File: src/rtl/serial_parallel_sync_ctrl_if.sv
// Byte-stream bundle between the deserializer and the symbol-lock controller.
// The master drives the deserializer side; the slave is the lock controller.
interface serial_parallel_sync_ctrl_if;
    logic [7:0] sym_in;
    logic       sym_strobe;
    logic       slip;
    logic       active;
    logic       valid_out;
    logic [7:0] data_out;
    logic [2:0] com_count;
    logic       loss;

    modport master (
        output sym_in,
        output sym_strobe,
        input  slip,
        input  active,
        input  valid_out,
        input  data_out,
        input  com_count,
        input  loss
    );

    modport slave (
        input  sym_in,
        input  sym_strobe,
        output slip,
        output active,
        output valid_out,
        output data_out,
        output com_count,
        output loss
    );
endinterface

File: src/rtl/serial_parallel_sync_ctrl.sv
// Symbol-lock controller: hunts for the comma symbol, commands bit-slips while
// unaligned, and forwards payload bytes once the lane has locked.
module serial_parallel_sync_ctrl #(
    parameter logic [7:0] COM_SYMBOL   = 8'hBC,
    parameter int         LOCK_COUNT   = 4,
    parameter int         SLIP_TIMEOUT = 8,
    parameter int         LOSS_TIMEOUT = 16
) (
    input  logic                          clk_4f,
    input  logic                          reset,
    serial_parallel_sync_ctrl_if.slave    sp
);

    localparam logic [7:0] SLIP_LAST   = 8'(SLIP_TIMEOUT - 1);
    localparam logic [7:0] LOSS_LIMIT  = 8'(LOSS_TIMEOUT);
    localparam logic [2:0] LOCK_TARGET = 3'(LOCK_COUNT);
    localparam logic [2:0] COUNT_MAX   = 3'd7;

    typedef enum logic [1:0] {
        SEARCH  = 2'd0,
        LOCKING = 2'd1,
        ACTIVE  = 2'd2
    } state_t;

    state_t     state_reg,     state_next;
    logic [7:0] timer_reg,     timer_next;
    logic [2:0] com_count_reg, com_count_next;
    logic [7:0] data_reg,      data_next;
    logic       slip_reg,      slip_next;
    logic       loss_reg,      loss_next;
    logic       valid_reg,     valid_next;
    logic       active_reg,    active_next;

    logic       is_com;
    logic [2:0] count_inc;
    logic [7:0] timer_inc;

    assign is_com    = (sp.sym_in == COM_SYMBOL);
    assign count_inc = com_count_reg + 3'd1;
    assign timer_inc = timer_reg + 8'd1;

    always_ff @(posedge clk_4f) begin
        if (reset) begin
            state_reg     <= SEARCH;
            timer_reg     <= 8'd0;
            com_count_reg <= 3'd0;
            data_reg      <= 8'h00;
            slip_reg      <= 1'b0;
            loss_reg      <= 1'b0;
            valid_reg     <= 1'b0;
            active_reg    <= 1'b0;
        end else begin
            state_reg     <= state_next;
            timer_reg     <= timer_next;
            com_count_reg <= com_count_next;
            data_reg      <= data_next;
            slip_reg      <= slip_next;
            loss_reg      <= loss_next;
            valid_reg     <= valid_next;
            active_reg    <= active_next;
        end
    end

    always_comb begin
        state_next     = state_reg;
        timer_next     = timer_reg;
        com_count_next = com_count_reg;
        data_next      = data_reg;
        slip_next      = 1'b0;
        loss_next      = 1'b0;
        valid_next     = 1'b0;
        active_next    = active_reg;

        // Pulses default low, so a cycle without a strobe only clears them.
        if (sp.sym_strobe) begin
            unique case (state_reg)
                SEARCH: begin
                    if (is_com) begin
                        com_count_next = 3'd1;
                        timer_next     = 8'd0;
                        if (LOCK_TARGET == 3'd1) begin
                            state_next  = ACTIVE;
                            active_next = 1'b1;
                        end else begin
                            state_next  = LOCKING;
                        end
                    end else if (timer_reg == SLIP_LAST) begin
                        slip_next  = 1'b1;
                        timer_next = 8'd0;
                    end else begin
                        timer_next = timer_inc;
                    end
                end

                LOCKING: begin
                    if (is_com) begin
                        com_count_next = count_inc;
                        if (count_inc == LOCK_TARGET) begin
                            state_next  = ACTIVE;
                            active_next = 1'b1;
                            timer_next  = 8'd0;
                        end
                    end else begin
                        // A broken comma run restarts the hunt without slipping.
                        state_next     = SEARCH;
                        com_count_next = 3'd0;
                        timer_next     = 8'd0;
                    end
                end

                ACTIVE: begin
                    if (is_com) begin
                        timer_next = 8'd0;
                        if (com_count_reg != COUNT_MAX) begin
                            com_count_next = count_inc;
                        end
                    end else begin
                        data_next      = sp.sym_in;
                        valid_next     = 1'b1;
                        com_count_next = 3'd0;
                        if (timer_inc == LOSS_LIMIT) begin
                            // The byte that trips the loss is still forwarded.
                            state_next  = SEARCH;
                            active_next = 1'b0;
                            loss_next   = 1'b1;
                            timer_next  = 8'd0;
                        end else begin
                            timer_next  = timer_inc;
                        end
                    end
                end

                default: begin
                    state_next     = SEARCH;
                    active_next    = 1'b0;
                    timer_next     = 8'd0;
                    com_count_next = 3'd0;
                end
            endcase
        end
    end

    assign sp.slip      = slip_reg;
    assign sp.loss      = loss_reg;
    assign sp.valid_out = valid_reg;
    assign sp.active    = active_reg;
    assign sp.data_out  = data_reg;
    assign sp.com_count = com_count_reg;

endmodule

File: src/flat_wrapper.sv
// flat-port wrapper written by rule: the top's interface ports become plain ports
module serial_parallel_sync_ctrl_flat 
#(
    parameter logic [7:0] COM_SYMBOL   = 8'hBC,
    parameter int         LOCK_COUNT   = 4,
    parameter int         SLIP_TIMEOUT = 8,
    parameter int         LOSS_TIMEOUT = 16
)
  (clk_4f, reset, sp_sym_in, sp_sym_strobe, sp_slip, sp_active, sp_valid_out, sp_data_out, sp_com_count, sp_loss);
  serial_parallel_sync_ctrl_if sp_i ();
  input  logic clk_4f;
  input  logic reset;
  input wire logic [$bits(sp_i.sym_in)-1:0] sp_sym_in;
  input wire logic [$bits(sp_i.sym_strobe)-1:0] sp_sym_strobe;
  output wire logic [$bits(sp_i.slip)-1:0] sp_slip;
  output wire logic [$bits(sp_i.active)-1:0] sp_active;
  output wire logic [$bits(sp_i.valid_out)-1:0] sp_valid_out;
  output wire logic [$bits(sp_i.data_out)-1:0] sp_data_out;
  output wire logic [$bits(sp_i.com_count)-1:0] sp_com_count;
  output wire logic [$bits(sp_i.loss)-1:0] sp_loss;
  assign sp_i.sym_in = sp_sym_in;
  assign sp_i.sym_strobe = sp_sym_strobe;
  assign sp_slip = sp_i.slip;
  assign sp_active = sp_i.active;
  assign sp_valid_out = sp_i.valid_out;
  assign sp_data_out = sp_i.data_out;
  assign sp_com_count = sp_i.com_count;
  assign sp_loss = sp_i.loss;
  serial_parallel_sync_ctrl #(.COM_SYMBOL(COM_SYMBOL), .LOCK_COUNT(LOCK_COUNT), .SLIP_TIMEOUT(SLIP_TIMEOUT), .LOSS_TIMEOUT(LOSS_TIMEOUT)) u_core (.clk_4f(clk_4f), .reset(reset), .sp(sp_i));
endmodule
File: config.mk
export PLATFORM = sky130hd
export DESIGN_NAME = serial_parallel_sync_ctrl_flat
export DESIGN_NICKNAME = d
export VERILOG_FILES = /design/src/rtl/serial_parallel_sync_ctrl_if.sv /design/src/rtl/serial_parallel_sync_ctrl.sv /design/src/flat_wrapper.sv
export SDC_FILE = /design/constraint.sdc
export NUM_CORES = 1
export LEC_CHECK = 0
export CAP_MARGIN = 30
export CORE_MARGIN = 3
export CORE_UTILIZATION = 35
export DETAILED_ROUTE_END_ITERATION = 7
export DONT_BUFFER_PORTS = 1
export PLACE_DENSITY = 0.53
export SLEW_MARGIN = 25
export SYNTH_ARGS = -nofsm -noshare
export SYNTH_HDL_FRONTEND = slang
export SYNTH_SLANG_ARGS = --single-unit
export TNS_END_PERCENT = 30
File: constraint.sdc
create_clock -name clk_4f -period 4 [get_ports clk_4f]
set_input_delay 0.8 -clock clk_4f [delete_from_list [all_inputs] [get_ports clk_4f]]
set_output_delay 0.8 -clock clk_4f [all_outputs]
set_load 0.01 [all_outputs]
==> impl_metrics.env, run 1 <==
export IMPL_cell_internal_pwr_mw=0.327
export IMPL_h_tree_depth=1
export IMPL_grt_pass1_vias=1042
export IMPL_fillCellCount=369
export IMPL_drc=0
export IMPL_tritoncts="done"
export IMPL_via_per_inst=5.47
export IMPL_ys_ff_latch=25
export IMPL_synth_ff_type="dfxtp_1"
export IMPL_firstDrtPassIters=4
export IMPL_status="complete, no violations"
export IMPL_ios=26
export IMPL_cp_start_kind="register"
export IMPL_finalClockSkew_ns=0.00577
export IMPL_grt_total_usage_pct=14.1
export IMPL_grt_ovfl_total=0
export IMPL_antenna_found_initial=0
export IMPL_synthCells=147
export IMPL_combinationalPowerShare_pct=3.8
export IMPL_clockRootBuffer="clkbuf_8"
export IMPL_synth_cell_types=38
export IMPL_syn_cell_area_um2=1310
export IMPL_dieArea_um2=4520
export IMPL_seq_area_frac_synth_pct=38.1
export IMPL_stdcell_area_um2=1410
export IMPL_grt_pass1_wl_um=4870
export IMPL_worst_pin_slew_ns=0.741
export IMPL_row_count=21
export IMPL_holdCritPathClass="register to register"
export IMPL_drive_gt1_share_pct=6.76
export IMPL_slew_headroom_pct=50.1
export IMPL_ys_top_cells_by_area="dfxtp_1 38%, mux2i_1 11%, ha_1 7.6%"
export IMPL_fin_util_pct=40.5
export IMPL_yosysMostFrequentCell="dfxtp_1"
export IMPL_finalSetupViolCount=0
export IMPL_peakVddDrop_mv=0.119
export IMPL_cp_end_kind="register"
export IMPL_leakagePower_nw=0.580
export IMPL_crit_fanout=5
export IMPL_synth_async_reset_ratio_pct=0
export IMPL_finalHoldViolations=0
export IMPL_fin_crit_ns=2.07
export IMPL_critical_path_class="register to register"
export IMPL_slew_violations=0
export IMPL_synth_edf_count=0
export IMPL_yosys_warnings=0
export IMPL_cp_required_ns=4.21
export IMPL_cts_made_buffers=3
export IMPL_final_setup_worst_slack_ns=1.93
export IMPL_cts_setup_buffers=0
export IMPL_period_share_pct=51.9
export IMPL_switchingPower_mw=0.0925
export IMPL_cts_sinks=25
export IMPL_nets=168
export IMPL_die_w_um=67.2
export IMPL_power_mw=0.420
export IMPL_fin_cells=194
export IMPL_placed_cells_incl_taps=190
export IMPL_routed_via_count=1062
export IMPL_rsz0062_at_grt="false"
export IMPL_diodes=0
export IMPL_place_area_um2=1360
export IMPL_detail_route_wl_per_cell_um=14.6
export IMPL_syn2layout_area_growth_pct=7.15
export IMPL_gp_congestion=0.841
export IMPL_hold_ws_ns=0.495
export IMPL_drtAntennaViolNets=0
export IMPL_grt_max_degree=21
export IMPL_fmax_mhz=482
export IMPL_sequentialPowerShare_pct=60.1
export IMPL_synth_top_area_share_pct=38.1
export IMPL_coreArea_um2=3470
export IMPL_cap_violations=0
export IMPL_ys_top_cells_by_count="25 x dfxtp_1, 16 x nor2_1, 14 x mux2i_1"
export IMPL_port_buffers=0
export IMPL_drt_wl_total_um=2830
export IMPL_hold_buffers=0
export IMPL_powerDensity_nw_per_um2=299
export IMPL_fp_dieH_um=67.2
export IMPL_clkTransAtPathRegs_ns=0.09
export IMPL_drt_iter0_drc=69
export IMPL_critPathArrivalTime_ns=2.28
export IMPL_clkLatencyLatePin_ns=0.27
export IMPL_syn_avg_cell_area_um2=8.93
export IMPL_syn_num_nets=166
export IMPL_switching_share_pct=22.0
export IMPL_tns_ns=0
export IMPL_dpl_hpwl_um=2150
export IMPL_clock_path_buffers=2
export IMPL_synth_largest_area_cell="dfxtp_1"
export IMPL_post_place_ws_ns=1.73
export IMPL_clkPwrFrac_pct=36.1
export IMPL_start_util_pct=37.8
export IMPL_cts_resized=0
metal layers:
| metal | track usage [%] | up-vias | routed length [um] |
|---|---|---|---|
| li1 | - | 528 | - |
| met1 | 17.3 | 505 | 1290 |
| met2 | 22.1 | 23 | 1300 |
| met3 | 3.83 | 6 | 161 |
| met4 | 8.35 | 0 | 74 |
| met5 | 0 | - | 0 |
cells by family after synthesis:
group | Yosys count | synth area share, %
AO/OA/AOI/OAI | 28 | 14.8
AND/OR/NAND/NOR | 59 | 24.9
flip-flops | 25 | 38.1
multiplexers | 14 | 10.7
adder cells (fa/ha/maj) | 8 | 7.63
buffers and inverters | 13 | 3.91
power groups by stage:
stage | Clock (mW) | Combinational, mW | Sequential (mW)
CTS | 0.156 | 0.0158 | 0.252
global route | 0.166 | 0.0177 | 0.253
global placement | 0 | 0.0154 | 0.259
finish | 0.151 | 0.0159 | 0.252
floorplan | 0 | 0.0152 | 0.258
detailed placement | 0 | 0.0157 | 0.258
layout by cell type, fill, tap and decap left out, drive strengths merged, types with 4 or more instances in the layout:
master | netlist | layout
nand2 | 11 | 11
mux2i | 14 | 14
a21oi | 9 | 9
ha | 8 | 8
nor3 | 6 | 6
o21ai | 4 | 4
nor2 | 16 | 16
dfxtp | 25 | 25
or4 | 4 | 4
nor4 | 4 | 4
inv | 9 | 9
nand3 | 5 | 5
worst paths after layout:
kind,start,to,slack [ns],cells after the start
max,u_core.timer_reg[0],u_core.state_reg[0],1.93,6
min,u_core.timer_reg[1],u_core.timer_reg[1],0.49,2
max reg2reg,u_core.timer_reg[0],u_core.state_reg[0],1.93,6
min reg2reg,u_core.timer_reg[1],u_core.timer_reg[1],0.49,2
worst max-delay path, stage by stage, from the launching register on:
cell	delay [ns]
dfxtp_1	0.39
ha_1	0.24
nand2_1	0.12
nor4_1	0.44
a31oi_1	0.21
a211oi_1	0.39
mux2i_1	0.21
layout make-up:
class | instances | area (um^2) | area share (%)
Clock buffer | 3 | 41.3 | 2.94
Clock inverter | 1 | 5.00 | 0.356
Inverter | 9 | 33.8 | 2.40
Multi-Input combinational cell | 109 | 761 | 54.1
Sequential cell | 25 | 500 | 35.6
Tap cell | 46 | 57.6 | 4.09
Timing Repair Buffer | 1 | 7.51 | 0.534
Power figures use the tool's default switching activity.
==> run 2, diff against run 1 <==
==> constraint.sdc (replaced) <==
create_clock -name clk_4f -period 2 [get_ports clk_4f]
set_input_delay 0.4 -clock clk_4f [delete_from_list [all_inputs] [get_ports clk_4f]]
set_output_delay 0.4 -clock clk_4f [all_outputs]
set_load 0.01 [all_outputs]
==> run 2 against run 1 <==
Effect of this change:
- cell count is 3.6% higher
- critical endpoint unchanged
- total power is 100% higher
- sequential power is 100% higher
- highest routed layer unchanged
==> impl_metrics.env, run 2 (same netlist as run 1, synthesis figures left out) <==
export IMPL_antenna_found_initial=0
export IMPL_hold_buffers=0
export IMPL_leakagePower_nw=0.613
export IMPL_final_common_cell="dfxtp_1"
export IMPL_sequentialPowerShare_pct=60.0
export IMPL_cts_sinks=25
export IMPL_finalSetupViolCount=0
export IMPL_switchingPower_mw=0.178
export IMPL_cell_internal_pwr_mw=0.662
export IMPL_finalHoldViolations=0
export IMPL_syn2layout_area_growth_pct=11.1
export IMPL_clockRootBuffer="clkbuf_8"
export IMPL_critPathArrivalTime_ns=2.04
export IMPL_cts_resized=0
export IMPL_powerDensity_nw_per_um2=576
export IMPL_holdCritPathClass="input pin to register"
export IMPL_fin_crit_ns=1.84
export IMPL_drive_gt1_share_pct=10.3
export IMPL_placed_cells_incl_taps=197
export IMPL_grt_max_degree=21
export IMPL_rsz0062_at_grt="false"
export IMPL_port_buffers=0
export IMPL_ios=26
export IMPL_final_seq_area_um2=500
export IMPL_clock_path_buffers=2
export IMPL_slew_violations=0
export IMPL_fmax_mhz=543
export IMPL_clkTransAtPathRegs_ns=0.09
export IMPL_die_w_um=67.2
export IMPL_fin_cells=201
export IMPL_period_share_pct=92.1
export IMPL_h_tree_depth=1
export IMPL_grt_pass1_vias=1158
export IMPL_grt_ovfl_total=0
export IMPL_fillCellCount=361
export IMPL_gp_congestion=0.897
export IMPL_drc=0
export IMPL_start_util_pct=37.8
export IMPL_power_mw=0.840
export IMPL_fp_dieH_um=67.2
export IMPL_worst_pin_slew_ns=0.464
export IMPL_status="complete, no violations"
export IMPL_row_count=21
export IMPL_switching_share_pct=21.2
export IMPL_hold_ws_ns=0.200
export IMPL_dieArea_um2=4520
export IMPL_clkLatencyLatePin_ns=0.26
export IMPL_tns_ns=0
export IMPL_critical_path_class="register to register"
export IMPL_cts_setup_buffers=0
export IMPL_firstDrtPassIters=4
export IMPL_combinationalPowerShare_pct=4.6
export IMPL_cts_made_buffers=3
export IMPL_drtAntennaViolNets=0
export IMPL_detail_route_wl_per_cell_um=14.5
export IMPL_crit_fanout=4
export IMPL_slew_headroom_pct=68.7
export IMPL_nets=175
export IMPL_diodes=0
export IMPL_multi_input_area_um2=761
export IMPL_dpl_hpwl_um=2220
export IMPL_tritoncts="done"
export IMPL_grt_total_usage_pct=14.9
export IMPL_cap_violations=0
export IMPL_peakVddDrop_mv=0.288
export IMPL_drt_wl_total_um=2920
export IMPL_finalClockSkew_ns=0.00144
export IMPL_clkPwrFrac_pct=35.5
export IMPL_via_per_inst=5.39
export IMPL_cp_required_ns=2.20
export IMPL_layout_common_cells="25 x dfxtp_1, 16 x nor2_1, 14 x mux2i_1"
export IMPL_routed_via_count=1084
export IMPL_grt_pass1_wl_um=5190
export IMPL_cp_start_kind="register"
export IMPL_cp_end_kind="register"
export IMPL_coreArea_um2=3470
export IMPL_drt_iter0_drc=85
==> run 2: cell count changes in the layout (fill, tap and decap cells not counted), sizes merged <==
cell	change
buf	+7
clkinv	-1
clkbuf	+1
==> run 2: power groups by stage <==
| stage | registers, mW | logic [mW] | clock network (mW) |
|---|---|---|---|
| after floorplan | 0.516 | 0.0304 | 0 |
| after global placement | 0.515 | 0.0373 | 0 |
| after detailed placement | 0.516 | 0.0382 | 0 |
| after CTS | 0.504 | 0.0385 | 0.313 |
| after global routing | 0.504 | 0.0430 | 0.335 |
| final | 0.504 | 0.0383 | 0.298 |
==> run 2: final cells by class <==
type | count | area share, %
flip-flops and latches | 25 | 34.3
inverters | 9 | 2.32
clock buffers | 4 | 3.09
well taps | 46 | 3.95
multi-input cells | 109 | 52.2
repair buffers | 8 | 4.12
==> run 2: worst paths after layout <==
| check | cells after the start | slack [ns] | from | to |
|---|---|---|---|---|
| hold reg to reg | 2 | 0.51 | u_core.state_reg[0] | u_core.state_reg[0] |
| setup / recovery | 7 | 0.16 | u_core.timer_reg[1] | u_core.state_reg[0] |
| setup reg to reg | 7 | 0.16 | u_core.timer_reg[1] | u_core.state_reg[0] |
| hold / removal | 1 | 0.20 | reset | u_core.sp.com_count[1] |
==> run 2: critical path: stages (launching register included) <==
cell,delay [ns]
dfxtp_1,0.38
ha_1,0.19
nand2_1,0.11
nor4_1,0.32
a31oi_1,0.18
a211oi_1,0.26
buf_4,0.16
mux2i_1,0.16
==> run 2: metal layers <==
metal | vias to the layer above | part of all wire [%] | GRT usage (%)
met5 | - | 0 | 0
met4 | 0 | 0.89 | 4.81
met3 | 2 | 5.8 | 4.66
met2 | 18 | 49 | 26.1
met1 | 515 | 44 | 17.1
li1 | 549 | - | -
==> run 2: through the flow <==
stage | area [um^2] | utilization (%) | setup slack, ns
final | 1460 | 42.0 | 0.158
after global routing | 1460 | 42.0 | 0.00428
after CTS | 1460 | 42.0 | 0.168
after detailed placement | 1410 | 40.7 | 0.177
after global placement | 1410 | 40.7 | 0.131
after floorplan | 1310 | - | 0.244
